`src/rtl/adjust_pkg.sv`:
```
// adjust_pkg: shared widths and sequencer state encoding for the adjust memory controller.
//   ADDR_W / DATA_W / DEPTH : geometry of the 4K x 16 dual-port adjust memory
//   state_t                 : sequencer states IDLE, PRIME, FETCH, READY, DONE
package adjust_pkg;
   localparam int ADDR_W = 12;
   localparam int DATA_W = 16;
   localparam int DEPTH  = 1 << ADDR_W;
   typedef enum logic [2:0] {
      IDLE  = 3'd0,
      PRIME = 3'd1,
      FETCH = 3'd2,
      READY = 3'd3,
      DONE  = 3'd4
   } state_t;
endpackage

```
`src/rtl/adjust_wr_ptr.sv`:
```
// adjust_wr_ptr: USB-side write pointer driving memory port A.
//   in  clk, reset_n            : clock, async active-low reset
//   in  load_start              : pointer and sticky flags return to 0
//   in  wr_en, wr_data          : write request and data
//   in  busy                    : sequencer busy, marks accepted writes as conflicts
//   out wr_count                : words accepted since the last load_start (0..DEPTH)
//   out wr_overflow/wr_conflict : sticky error flags
//   out mem_wea/addra/dia       : registered memory port A
module adjust_wr_ptr
   import adjust_pkg::*;
(
   input  logic              clk,
   input  logic              reset_n,
   input  logic              load_start,
   input  logic              wr_en,
   input  logic [DATA_W-1:0] wr_data,
   input  logic              busy,
   output logic [ADDR_W:0]   wr_count,
   output logic              wr_overflow,
   output logic              wr_conflict,
   output logic              mem_wea,
   output logic [ADDR_W-1:0] mem_addra,
   output logic [DATA_W-1:0] mem_dia
);
   logic [ADDR_W:0] base;
   logic            accept;
   // load_start acts first, so a same-cycle write lands at address 0;
   // the count can only reach DEPTH, so its MSB alone marks a full memory
   always_comb begin
      base   = load_start ? '0 : wr_count;
      accept = wr_en && !base[ADDR_W];
   end
   always_ff @(posedge clk or negedge reset_n) begin
      if (!reset_n) begin
         wr_count    <= '0;
         wr_overflow <= 1'b0;
         wr_conflict <= 1'b0;
         mem_wea     <= 1'b0;
         mem_addra   <= '0;
         mem_dia     <= '0;
      end else begin
         mem_wea     <= accept;
         wr_count    <= base + {{ADDR_W{1'b0}}, accept};
         wr_overflow <= (wr_overflow && !load_start) || (wr_en && !accept);
         wr_conflict <= (wr_conflict && !load_start) || (accept && busy);
         if (accept) begin
            mem_addra <= base[ADDR_W-1:0];
            mem_dia   <= wr_data;
         end
      end
   end
endmodule

```
`src/rtl/adjust_seq_ctrl.sv`:
```
// adjust_seq_ctrl: owns both ports of the adjust memory; USB writes on port A, column-paced reads on port B.
//   in  clk, reset_n                         : clock, async active-low reset
//   in  usb_load_start, usb_wr_en, usb_wr_data : USB write side
//   out wr_count, wr_overflow, wr_conflict   : write pointer status
//   in  cfg_length, seq_start, seq_abort, col_adv : sequencer control
//   out adj_data, adj_valid, seq_busy, seq_done, col_miss : sequencer status and word
//   out mem_wea, mem_addra, mem_dia, mem_addrb ; in mem_dob : memory ports
module adjust_seq_ctrl
   import adjust_pkg::*;
(
   input  logic              clk,
   input  logic              reset_n,
   input  logic              usb_load_start,
   input  logic              usb_wr_en,
   input  logic [DATA_W-1:0] usb_wr_data,
   output logic [ADDR_W:0]   wr_count,
   output logic              wr_overflow,
   output logic              wr_conflict,
   input  logic [ADDR_W:0]   cfg_length,
   input  logic              seq_start,
   input  logic              seq_abort,
   input  logic              col_adv,
   output logic [DATA_W-1:0] adj_data,
   output logic              adj_valid,
   output logic              seq_busy,
   output logic              seq_done,
   output logic              col_miss,
   output logic              mem_wea,
   output logic [ADDR_W-1:0] mem_addra,
   output logic [DATA_W-1:0] mem_dia,
   output logic [ADDR_W-1:0] mem_addrb,
   input  logic [DATA_W-1:0] mem_dob
);
   localparam logic [ADDR_W:0] FULL = (ADDR_W+1)'(DEPTH);
   state_t            state, state_n;
   logic [ADDR_W:0]   len, len_n;
   logic [ADDR_W-1:0] idx, idx_n, addrb_n;
   logic [DATA_W-1:0] data_n;
   logic              valid_n, miss_n;
   adjust_wr_ptr u_wr_ptr (
      .clk         (clk),
      .reset_n     (reset_n),
      .load_start  (usb_load_start),
      .wr_en       (usb_wr_en),
      .wr_data     (usb_wr_data),
      .busy        (seq_busy),
      .wr_count    (wr_count),
      .wr_overflow (wr_overflow),
      .wr_conflict (wr_conflict),
      .mem_wea     (mem_wea),
      .mem_addra   (mem_addra),
      .mem_dia     (mem_dia)
   );
   always_comb begin
      state_n = state;
      len_n   = len;
      idx_n   = idx;
      addrb_n = mem_addrb;
      data_n  = adj_data;
      valid_n = adj_valid;
      miss_n  = col_miss;
      if (seq_abort) begin
         state_n = IDLE;
         valid_n = 1'b0;
      end else begin
         case (state)
            IDLE: if (seq_start) begin
               len_n   = (cfg_length > FULL) ? FULL : cfg_length;
               miss_n  = 1'b0;
               idx_n   = '0;
               addrb_n = '0;
               state_n = (len_n == '0) ? DONE : PRIME;
            end
            // mem_addrb was registered on entry, so mem_dob is current by the end of this cycle
            PRIME, FETCH: begin
               state_n = READY;
               data_n  = mem_dob;
               valid_n = 1'b1;
               miss_n  = col_miss || col_adv;
            end
            READY: if (col_adv) begin
               valid_n = 1'b0;
               if ({1'b0, idx} == len - 1'b1) state_n = DONE;
               else begin
                  idx_n   = idx + 1'b1;
                  addrb_n = idx + 1'b1;
                  state_n = FETCH;
               end
            end
            DONE: state_n = IDLE;
            default: state_n = IDLE;
         endcase
      end
   end
   // busy and done are registered from the next state so they line up with the state itself
   always_ff @(posedge clk or negedge reset_n) begin
      if (!reset_n) begin
         state     <= IDLE;
         len       <= '0;
         idx       <= '0;
         mem_addrb <= '0;
         adj_data  <= '0;
         adj_valid <= 1'b0;
         col_miss  <= 1'b0;
         seq_busy  <= 1'b0;
         seq_done  <= 1'b0;
      end else begin
         state     <= state_n;
         len       <= len_n;
         idx       <= idx_n;
         mem_addrb <= addrb_n;
         adj_data  <= data_n;
         adj_valid <= valid_n;
         col_miss  <= miss_n;
         seq_busy  <= (state_n != IDLE);
         seq_done  <= (state_n == DONE);
      end
   end
endmodule

```
`config.mk`:
```
export PLATFORM = sky130hd
export DESIGN_NAME = adjust_seq_ctrl
export DESIGN_NICKNAME = d
export VERILOG_FILES = /design/src/rtl/adjust_pkg.sv /design/src/rtl/adjust_wr_ptr.sv /design/src/rtl/adjust_seq_ctrl.sv
export SDC_FILE = /design/constraint.sdc
export NUM_CORES = 1
export LEC_CHECK = 0
export ABC_AREA = 0
export BUFFER_PORTS_ARGS = -buffer_cell sky130_fd_sc_hd__buf_2
export CAP_MARGIN = 15
export CORE_MARGIN = 5
export CORE_UTILIZATION = 35
export CTS_BUF_LIST = sky130_fd_sc_hd__clkbuf_8
export DETAILED_ROUTE_END_ITERATION = 12
export HOLD_SLACK_MARGIN = 0.08
export REMOVE_ABC_BUFFERS = 1
export SLEW_MARGIN = 0
export SYNTH_ARGS = -nofsm -noshare
export SYNTH_HDL_FRONTEND = slang
export SYNTH_SLANG_ARGS = --single-unit
```
`constraint.sdc`:
```
create_clock -name clk -period 7.78 [get_ports clk]
set_input_delay 1.556 -clock clk [delete_from_list [all_inputs] [get_ports clk]]
set_output_delay 1.556 -clock clk [all_outputs]
set_load 0.01 [all_outputs]
```
==> flow_summary.yaml <==
route:
  drtPass1Iterations: 4
  drc: 0
  wl_per_cell_um: 15.1
  antenna_left: 0
  routed_wl_um: 11200
  drtIter0Drc: 210
  vias: 3706
  viasPerCell: 5.00
worst_setup_path:
  cpLargestDelayFamily: "buffers and inverters"
  crit_chain: "buf_2 > o21ai_2 > buf_4 > clkinv_1 > ha_1 > ha_1 > nand3_1 > nor3_1 > and3_1 > nand3_1 > xnor2_1 > nor2_1"
  worst_r2r_path_depth: 9
  cp_slowest_stage_delay_ps: 520
  critPathBufInv: 3
  startpoint_type: "input port"
  crit_path_max_fanout: 37
  crit_arrival_ps: 4100
  crit_required_ps: 8040
  endpoint_kind: "flip-flop"
  cpMaxStageDelayCell: "clkinv_1"
  crit_type: "in2reg"
  path_depth: 12
global_route:
  grt_pass1_wl_um: 17900
  grt_max_degree: 67
  antenna_found_initial: 0
  grt_overflow: 0
  grt_usage: 0.150
  grt_pass1_vias: 3557
timing:
  relSlewSlack: 0.429
  setup_viol: 0
  fin_tns_setup_ps: 0
  finalHoldViolCount: 0
  slew_violations: 0
  fin_skew_ps: 8.68
  max_slew.worst_pin.slew_ps: 857
  fmax_ghz: 0.261
  rsz0062_at_grt: "no"
  post-route-period-util: 0.493
  fin_crit_ps: 3840
power_and_ir_drop:
  p_total_mw: 1.28
  leakage_nw: 2.59
  power.density_mw_per_mm2: 235
  ir_drop_mv: 0.0903
synthesis:
  synth_edf_count: 0
  synth_ff_type: "dfrtp_1"
  ys_seq_area_frac: 0.516
  synth_area_mm2: 0.00447
  syn_area_per_cell_um2: 10.1
  synthArstFlopShare: 1.00
  ys_seq_elements: 92
  syn_inst: 442
  synth_warnings: 0
  synth_cell_type_count: 62
finish:
  seqCellArea_mm2: 0.00230
  syn2layout_area_growth_pct: 22.5
  layout_commonest_cell: "buf_2"
  final_cell_mix: "buf_2 (126), nand2_1 (97), dfrtp_1 (92), nand3_1 (22), mux2_2 (20)"
  multi_input_area_mm2: 0.00204
  nets: 619
  nFillCells: 1232
  final_area_mm2: 0.00547
  final_layout_size_suffix_gt1_frac: 0.326
cts:
  post_cts_buffers: 0
  root_buffer: "clkbuf_8"
  h-tree-depth: 3
  clockBufferDepth: 2
  cts_buffers: 9
  post_cts_resized: 0
  postCtsHoldBufs: 0
  clkTransAtPathRegs_ps: 100
  cts_sinks: 92
  cts_tree: "done"
  clk_latency_ps: 360
die:
  start_util: 0.355
  coreArea_mm2: 0.0126
  dieHeight_um: 123
  rows: 41
  io_pins: 128
  die_w_um: 123
  die_area_mm2: 0.0151
status:
  status: "complete, no violations"
placement:
  globalplace.congestion: 0.774
  dp.final_hpwl_um: 8240
  place_area_mm2: 0.00525
  port_buffers: 127
min_path:
  hold_path_depth: 2
  worstHoldPathType: "reg2reg"
job:
  max-cap-violations: 0
-- flip-flops by register name, indices dropped and copies added (netlist names) --
| register | count |
|---|---|
| u_wr_ptr.wr_conflict | 1 |
| u_wr_ptr.wr_count | 13 |
| state | 3 |
| u_wr_ptr.mem_addra | 12 |
| idx | 12 |
| u_wr_ptr.wr_overflow | 1 |
| len | 13 |
| seq_done | 1 |
| adj_valid | 1 |
| u_wr_ptr.mem_wea | 1 |
| u_wr_ptr.mem_dia | 16 |
| col_miss | 1 |
| seq_busy | 1 |
| adj_data | 16 |
-- tightest hold or removal path, stage by stage, from the launching register on --
cell	delay (ps)
dfrtp_1	350
nand2_1	50
nand2_1	60
-- cells in the mapped netlist, types with 6 or more instances --
cell,number,share of area
a22o_1,10,0.020
clkbuf_1,16,0.013
dfrtp_1,92,0.52
inv_1,8,0.0067
mux2_2,20,0.050
nand2_1,97,0.082
nand2b_1,8,0.011
nand3_1,22,0.025
nor2_1,19,0.016
nor2b_1,8,0.011
nor3_1,9,0.010
nor4_1,9,0.013
o211ai_1,7,0.012
o21ai_0,12,0.013
or2_2,6,0.0084
or3_1,8,0.011
xnor2_1,13,0.025
xor2_1,7,0.014
-- cell families after synthesis --
kind of cell	synth area share
simple gates	0.235
flops	0.516
compound gates	0.115
buf+inv	0.0289
mux	0.0549
xor+xnor	0.0392
fa+ha+maj	0.0112
-- per-stage QoR --
stage	util	worst slack (ps)	std cells	hold WS, ps
floorplan	-	2840	422	472
global placement	0.418	3610	724	452
detailed placement	0.418	3530	724	457
CTS	0.435	3930	740	481
global route	0.435	3670	740	500
finish	0.435	3940	741	478
-- routing by layer --
metal / vias to the layer above / part of all wire / global-route usage
li1: 1806 / - / -
met1: 1757 / 0.45 / 0.203
met5: - / 0 / 0
met3: 9 / 0.088 / 0.0476
met4: 0 / 0.0084 / 0.0357
met2: 134 / 0.46 / 0.235
-- area by class of cell --
type | instances | area share
Sequential cell | 92 | 0.421
Timing Repair Buffer | 130 | 0.121
Clock inverter | 6 | 0.0142
Tap cell | 172 | 0.0393
Inverter | 10 | 0.00686
Antenna cell | 1 | 0.000457
Multi-Input combinational cell | 320 | 0.373
Clock buffer | 10 | 0.0252
-- worst paths after layout --
| check | startpoint | endpoint | slack, ps |
|---|---|---|---|
| worst min register to register | u_wr_ptr.mem_dia[12] | u_wr_ptr.mem_dia[12] | 480 |
| worst max-delay path | usb_load_start | u_wr_ptr.wr_count[12] | 3940 |
| max in group asynchronous | reset_n | len[7] | 5540 |
| worst max register to register | len[0] | idx[10] | 4900 |
| worst min-delay path | u_wr_ptr.mem_dia[12] | u_wr_ptr.mem_dia[12] | 480 |
| min in group asynchronous | reset_n | u_wr_ptr.mem_addra[10] | 1090 |
-- power by group --
group          internal, mW  leakage, nW  total, mW  switching [mW]
registers             0.539         1.18      0.602          0.0635
clock network         0.164        0.107      0.347           0.184
logic                 0.156         1.30      0.335           0.179
total                 0.858         2.59       1.28           0.426
(Power assumes the default switching activity.)
